<file path="config.mk">
export PLATFORM = sky130hd
export DESIGN_NAME = idex_hazard_reg
export DESIGN_NICKNAME = d
export VERILOG_FILES = /design/src/rtl/idex_hazard_reg.sv
export SDC_FILE = /design/constraint.sdc
export NUM_CORES = 1
export LEC_CHECK = 0
export BUFFER_PORTS_ARGS = -buffer_cell sky130_fd_sc_hd__buf_4
export CORE_UTILIZATION = 35
export DETAILED_ROUTE_END_ITERATION = 8
export PLACE_DENSITY = 0.62
export SLEW_MARGIN = 20
export SYNTH_ARGS = -nofsm -noshare
export SYNTH_HDL_FRONTEND = slang
export SYNTH_SLANG_ARGS = --single-unit
export TNS_END_PERCENT = 50
</file>
<file path="constraint.sdc">
create_clock -name clk -period 5 [get_ports clk]
set_input_delay 0.75 -clock clk [delete_from_list [all_inputs] [get_ports clk]]
set_output_delay 0.75 -clock clk [all_outputs]
set_load 0.01 [all_outputs]
</file>
<file path="src/rtl/idex_hazard_reg.sv">
// ID/EX pipeline register with load-use hazard detection, bubble insertion
// and a saturating stall-cycle counter.
module idex_hazard_reg #(
  parameter int unsigned DATA_W = 16,
  parameter int unsigned REG_AW = 4,
  parameter int unsigned CNT_W  = 16
) (
  input  logic              clk,
  input  logic              rst,
  input  logic              id_valid,
  input  logic [REG_AW-1:0] id_rs,
  input  logic [REG_AW-1:0] id_rt,
  input  logic [REG_AW-1:0] id_rd,
  input  logic              id_uses_rt,
  input  logic [DATA_W-1:0] id_rs_data,
  input  logic [DATA_W-1:0] id_rt_data,
  input  logic [DATA_W-1:0] id_imm,
  input  logic              id_regwrite,
  input  logic              id_memread,
  input  logic              id_memwrite,
  input  logic              id_memtoreg,
  input  logic              id_alusrc,
  input  logic [3:0]        id_aluop,
  input  logic              flush,
  output logic              stall,
  output logic              idex_valid,
  output logic [REG_AW-1:0] idexregrs,
  output logic [REG_AW-1:0] idexregrt,
  output logic [REG_AW-1:0] idexregrd,
  output logic [DATA_W-1:0] idex_rs_data,
  output logic [DATA_W-1:0] idex_rt_data,
  output logic [DATA_W-1:0] idex_imm,
  output logic              idex_regwrite,
  output logic              idex_memread,
  output logic              idex_memwrite,
  output logic              idex_memtoreg,
  output logic              idex_alusrc,
  output logic [3:0]        idex_aluop,
  output logic [CNT_W-1:0]  stall_count
);

  logic rs_match;
  logic rt_match;
  logic hazard;
  logic bubble;
  logic count_max;

  // A load in EX whose destination feeds the instruction in ID cannot be forwarded in time.
  always_comb begin
    rs_match  = (idexregrd == id_rs);
    rt_match  = id_uses_rt & (idexregrd == id_rt);
    hazard    = id_valid & idex_valid & idex_memread & (idexregrd != '0) &
                (rs_match | rt_match);
    stall     = hazard & ~flush & ~rst;
    bubble    = flush | stall;
    count_max = &stall_count;
  end

  // A bubble zeroes idexregrd too, so the forwarding unit never matches it.
  always_ff @(posedge clk) begin
    if (rst || bubble) begin
      idex_valid    <= 1'b0;
      idexregrs     <= '0;
      idexregrt     <= '0;
      idexregrd     <= '0;
      idex_rs_data  <= '0;
      idex_rt_data  <= '0;
      idex_imm      <= '0;
      idex_regwrite <= 1'b0;
      idex_memread  <= 1'b0;
      idex_memwrite <= 1'b0;
      idex_memtoreg <= 1'b0;
      idex_alusrc   <= 1'b0;
      idex_aluop    <= '0;
    end else begin
      idex_valid    <= id_valid;
      idexregrs     <= id_rs;
      idexregrt     <= id_rt;
      idexregrd     <= id_rd;
      idex_rs_data  <= id_rs_data;
      idex_rt_data  <= id_rt_data;
      idex_imm      <= id_imm;
      idex_regwrite <= id_regwrite;
      idex_memread  <= id_memread;
      idex_memwrite <= id_memwrite;
      idex_memtoreg <= id_memtoreg;
      idex_alusrc   <= id_alusrc;
      idex_aluop    <= id_aluop;
    end
  end

  // Saturating stall counter.
  always_ff @(posedge clk) begin
    if (rst) begin
      stall_count <= '0;
    end else if (stall && !count_max) begin
      stall_count <= stall_count + CNT_W'(1);
    end
  end

endmodule

</file>
==> results of run 1 <==
[critical path, delay by kind of cell]
kind                   cells  cell delay [ns]
XOR/XNOR                   1             0.18
AO/OA/AOI/OAI              1             0.75
AND/OR/NAND/NOR            2             0.23
buffers and inverters      2             0.31
[report_power, final]
part / internal (mW) / switching, mW / total, mW
sequential: 0.707 / 0.00773 / 0.715
clock: 0.260 / 0.243 / 0.504
combinational: 0.0776 / 0.0508 / 0.128
total: 1.04 / 0.302 / 1.35
[logic make-up (layout without fill, tap and decap cells)]
| logic type | count (synthesis) | after routing |
|---|---|---|
| AO/OA/AOI/OAI | 25 | 25 |
| adder cells (fa/ha/maj) | 1 | 1 |
| multiplexers | 4 | 4 |
| buffers and inverters | 15 | 179 |
| XOR/XNOR | 8 | 8 |
| flip-flops | 86 | 86 |
| AND/OR/NAND/NOR | 127 | 127 |
[cells in the final DEF, fill, tap and decap left out, types with 4 or more instances in the layout]
| master | Yosys | final |
|---|---|---|
| a21oi_1 | 11 | 11 |
| nor3_1 | 4 | 4 |
| nand4_1 | 8 | 8 |
| and4_1 | 5 | 5 |
| nor2_1 | 7 | 7 |
| xor2_1 | 6 | 6 |
| dfxtp_1 | 86 | 86 |
| nor2b_1 | 4 | 4 |
| and2_1 | 71 | 71 |
| or4_1 | 9 | 9 |
| nand3_1 | 7 | 7 |
| buf_4 | 0 | 161 |
| mux2_2 | 4 | 4 |
| clkbuf_8 | 0 | 11 |
| o31ai_1 | 8 | 8 |
[final cells by class]
class / count / share of cell area [%]
clock buffers: 12 / 3.534
clock inverters: 4 / 1.225
inverters: 2 / 0.1710
multi-input cells: 165 / 25.42
flip-flops and latches: 86 / 39.21
well taps: 102 / 2.907
repair buffers: 161 / 27.53
[routing by layer]
layer | track usage (%) | part of all wire [%] | up-vias
met4 | 8.462 | 2.3 | 0
met2 | 25.98 | 47 | 110
met1 | 19.64 | 42 | 1143
li1 | - | - | 1231
met3 | 5.501 | 9.2 | 12
met5 | 0 | 0 | -
[through the flow]
stage          setup WS, ns  total power [mW]
2_1_floorplan         2.566            0.7756
3_3_place_gp          2.060            0.8596
3_5_place_dp          2.029            0.8615
4_1_cts               2.023             1.369
5_1_grt               1.835             1.407
6_report              2.036             1.346
[sequential cells by signal (all words and copies together) (netlist names)]
name	count
idex_memwrite	1
idex_aluop	4
idex_valid	1
idex_rs_data	16
idex_rt_data	16
idexregrs	4
idexregrd	4
stall_count	16
idex_memread	1
idexregrt	4
idex_memtoreg	1
idex_imm	16
idex_regwrite	1
idex_alusrc	1
[path summary, 6_finish.rpt]
path             startpoint              to  slack (ns)
max                id_rs[3]           stall        2.04
min          stall_count[9]  stall_count[9]        0.50
max reg2reg  stall_count[0]  stall_count[8]        2.68
min reg2reg  stall_count[9]  stall_count[9]        0.50
==> impl_metrics.ini, run 1 <==
[clock_network]
cts.sinks = 86
post_cts_resized = 0
htreeDepth = 3
clkTransAtPathRegs_ns = 0.08
cts_setup_buffers = 0
numCtsBuffers = 9
ctsHoldBuffers = 0
cts_tree = yes
root_buffer = clkbuf_8
clk_latency_ns = 0.34
cts_buffer_depth = 2

[sta]
worst_slew_pin_slew_ns = 0.9306
finalHoldViolations = 0
hold-worst-slack_ns = 0.5011
relSlewSlack_pct = 37.96
report.final.slew_viol_count = 0
fin_worst_skew_ns = 0.007262
setup_tns_ns = 0
fin_crit_sh_pct = 59.29
setup_viol = 0
fmax_mhz = 337.3
finalWorstPathRequiredPeriod_ns = 2.964
rsz0062_at_grt = false

[place]
hpwl_um = 5112
placed_cell_area_sq_um = 4182
dp_cells = 516
place.port_buffers = 160
gp_congestion = 0.7531

[finish]
regArea_sq_um = 1722
area_growth_pct = 51.71
num-nets-final = 500
fill_cells = 757
final_util_pct = 55.95
multi_input_area_sq_um = 1116
diodes = 0
fin_area_sq_um = 4390
drive_above_1_share_pct = 43.02
finalNonFillerCells = 532

[logic_synthesis]
muxShareOfSynthArea_pct = 1.556
yosysUniqueCellTypes = 31
ys_ff_latch = 86
yosys.area_share.simple_pct = 27.93
yosys.area_share.xor_xnor_pct = 2.421
synth_fa_ha_area_share_pct = 0.4323
synth-compound-area-share_pct = 5.966
yosys_warnings = 0
synth_most_common_cell = dfxtp_1
synthTopCellsByArea = dfxtp_1 59%, and2_1 15%, or4_1 2.3%
seq_area_frac_synth_pct = 59.49
synth_ff_type = dfxtp_1
postSynthCellCount = 266
yosys.area.top_type_share_pct = 59.49
synth_fp_nets = 341
syn_area_per_cell_sq_um = 10.88
synth_common_cells = 86 x dfxtp_1, 71 x and2_1, 12 x clkbuf_1
synth_top_family_by_area = simple AND/OR/NAND/NOR gates
synth_top_area_cell = dfxtp_1
synth.cell_area_sq_um = 2894
synth_edf_count = 0
async_reset_ff_share_pct = 0

[run]
drv_cap = 0

[floorplanning]
die_w_um = 92.93
die_height_um = 92.93
core_sq_um = 7848
ios = 161
dieArea_sq_um = 8636
rows = 32
initial_utilization_pct = 36.88

[critical_path]
path_max_fanout = 24
start_kind = input pin
crit_chain = buf_4, xor2_1, nor4_2, a41oi_2, nor2_1, buf_4
critPathKind = in -> out
worstSetupEndpointType = output pin
cp.required_ns = 4.25
path_common_cell = buf_4
cp_slowest_cell = a41oi_2
r2r_cells = 6
critPathMaxStageDelay_ns = 0.75
worstPathArrival_ns = 2.21

[pwr]
p_per_area_nw_per_um2 = 306.7
ir_worst_vdd_mv = 0.1464
p_leak_nw = 2.009

[routing]
ant_nets = 0
drcViolationCount = 0
firstDrtPassIters = 4
vias_per_cell = 4.692
vias = 2496
wl_um = 6905
drt-initial-drc-count = 63
routedWlPerCell_um = 12.98

[hold_path]
whs_path_depth = 2
hp-class = reg -> reg

[global_route]
grt_pass1_vias = 2370
grt_pass1_wl_um = 11010
grt_max_degree = 71
antenna_found_initial = 0
grtUsageTotal_pct = 16.40
grt_remaining_overflow = 0

[run_status]
status = complete, no violations
Note: power is estimated with default switching activity, not from simulation.
==> run 2: changes to the inputs <==
==> constraint.sdc (replaced) <==
create_clock -name clk -period 2.95 [get_ports clk]
set_input_delay 0.4425 -clock clk [delete_from_list [all_inputs] [get_ports clk]]
set_output_delay 0.4425 -clock clk [all_outputs]
set_load 0.01 [all_outputs]
==> run 2 against run 1 <==
Wire length is 1.6% lower. Register-to-register slack got worse by 2.0 ns. Critical path depth fell by 1. Critical endpoint unchanged. Highest routed layer unchanged.
==> impl_metrics.ini, run 2 (same netlist as run 1, synthesis figures left out) <==
[sta]
finalHoldViolations = 0
setup_ws_ns = 0.3792
fin_crit_sh_pct = 87.14
finalWorstPathRequiredPeriod_ns = 2.571
worst_slew_pin_slew_ns = 0.9047
setup_tns_ns = 0
relSlewSlack_pct = 39.68
hold-worst-slack_ns = 0.2884
report.final.slew_viol_count = 0
rsz0062_at_grt = false
setup_viol = 0
fmax_mhz = 389.0
fin_worst_skew_ns = 0.007751

[critical_path]
worstPathArrival_ns = 2.13
start_kind = flop
crit_start = idexregrd[0]
cp.required_ns = 2.51
critPathKind = reg -> out
path_max_fanout = 24
rr_startpoint = stall_count[1]
worstSetupEndpointType = output pin

[hold_path]
worstHoldStart = id_rt_data[5]
hp-class = in -> reg

[finish]
final_util_pct = 56.60
multi_input_area_sq_um = 1116
finalNonFillerCells = 532
num-nets-final = 500
diodes = 0
layout_commonest_cell = buf_4
fill_cells = 723
fin_area_sq_um = 4442
regArea_sq_um = 1722
final_cell_mix = 160 x buf_4, 86 x dfxtp_1, 71 x and2_1
drive_above_1_share_pct = 43.02
area_growth_pct = 53.48

[global_route]
grt_max_degree = 60
grtUsageTotal_pct = 15.66
antenna_found_initial = 0
grt_remaining_overflow = 0
grt_pass1_vias = 2199
grt_pass1_wl_um = 10310

[clock_network]
cts.sinks = 86
post_cts_resized = 0
htreeDepth = 3
clk_latency_ns = 0.35
root_buffer = clkbuf_8
numCtsBuffers = 9
ctsHoldBuffers = 0
cts_buffer_depth = 2
cts_setup_buffers = 0
cts_tree = yes
clkTransAtPathRegs_ns = 0.09

[routing]
wl_um = 6793
ant_nets = 0
vias_per_cell = 4.594
routedWlPerCell_um = 12.77
firstDrtPassIters = 4
vias = 2444
drcViolationCount = 0
drt-initial-drc-count = 63

[floorplanning]
rows = 32
dieArea_sq_um = 8636
initial_utilization_pct = 36.88
ios = 161
die_height_um = 92.93
core_sq_um = 7848
die_w_um = 92.93

[pwr]
p_leak_nw = 2.033
finalPower_mw = 2.431
p_per_area_nw_per_um2 = 547.2
ir_worst_vdd_mv = 0.3085

[place]
gp_congestion = 0.8075
place.port_buffers = 160
hpwl_um = 5099
dp_cells = 516
placed_cell_area_sq_um = 4194
dp_slack_ns = 0.6359

[run_status]
status = complete, no violations

[run]
drv_cap = 0
-- run 2: cell types whose count changed in the layout (fill, tap and decap cells not counted) --
cell        change
clkinvlp_4      -1
clkbuf_8        -1
inv_6           -1
buf_4           -1
clkinv_4        +1
buf_12          +1
bufinv_16       +2
-- run 2: layer usage --
metal | global-route usage, % | share of wire [%]
met5 | 0 | 0
met3 | 7.389 | 11
met4 | 6.538 | 1.4
met1 | 17.64 | 40
met2 | 25.31 | 47
-- run 2: area by class of cell --
cell class,count,area share [%]
clock inverters,5,2.394
flip-flops and latches,86,38.76
well taps,102,2.873
clock buffers,11,3.183
inverters,2,0.1690
multi-input cells,165,25.13
repair buffers,161,27.49
-- run 2: power breakdown --
part	switching, mW	internal [mW]	total, mW	leakage, nW
Sequential	0.0128	1.20	1.21	0.704
Combinational	0.0850	0.134	0.219	1.21
Clock	0.413	0.588	1.00	0.120
-- run 2: final timing paths --
check / endpoint / depth (start not counted) / slack (ns)
min reg2reg: stall_count[9] / 2 / 0.50
min: idex_rt_data[5] / 2 / 0.29
max: stall / 5 / 0.38
max reg2reg: stall_count[8] / 6 / 0.71
-- run 2: worst max-delay path: stages, from the launching register on --
cell and delay [ns]:
dfxtp_1 0.43, xor2_1 0.20, nor4_2 0.08, a41oi_2 0.73, nor2_1 0.15, buf_4 0.19
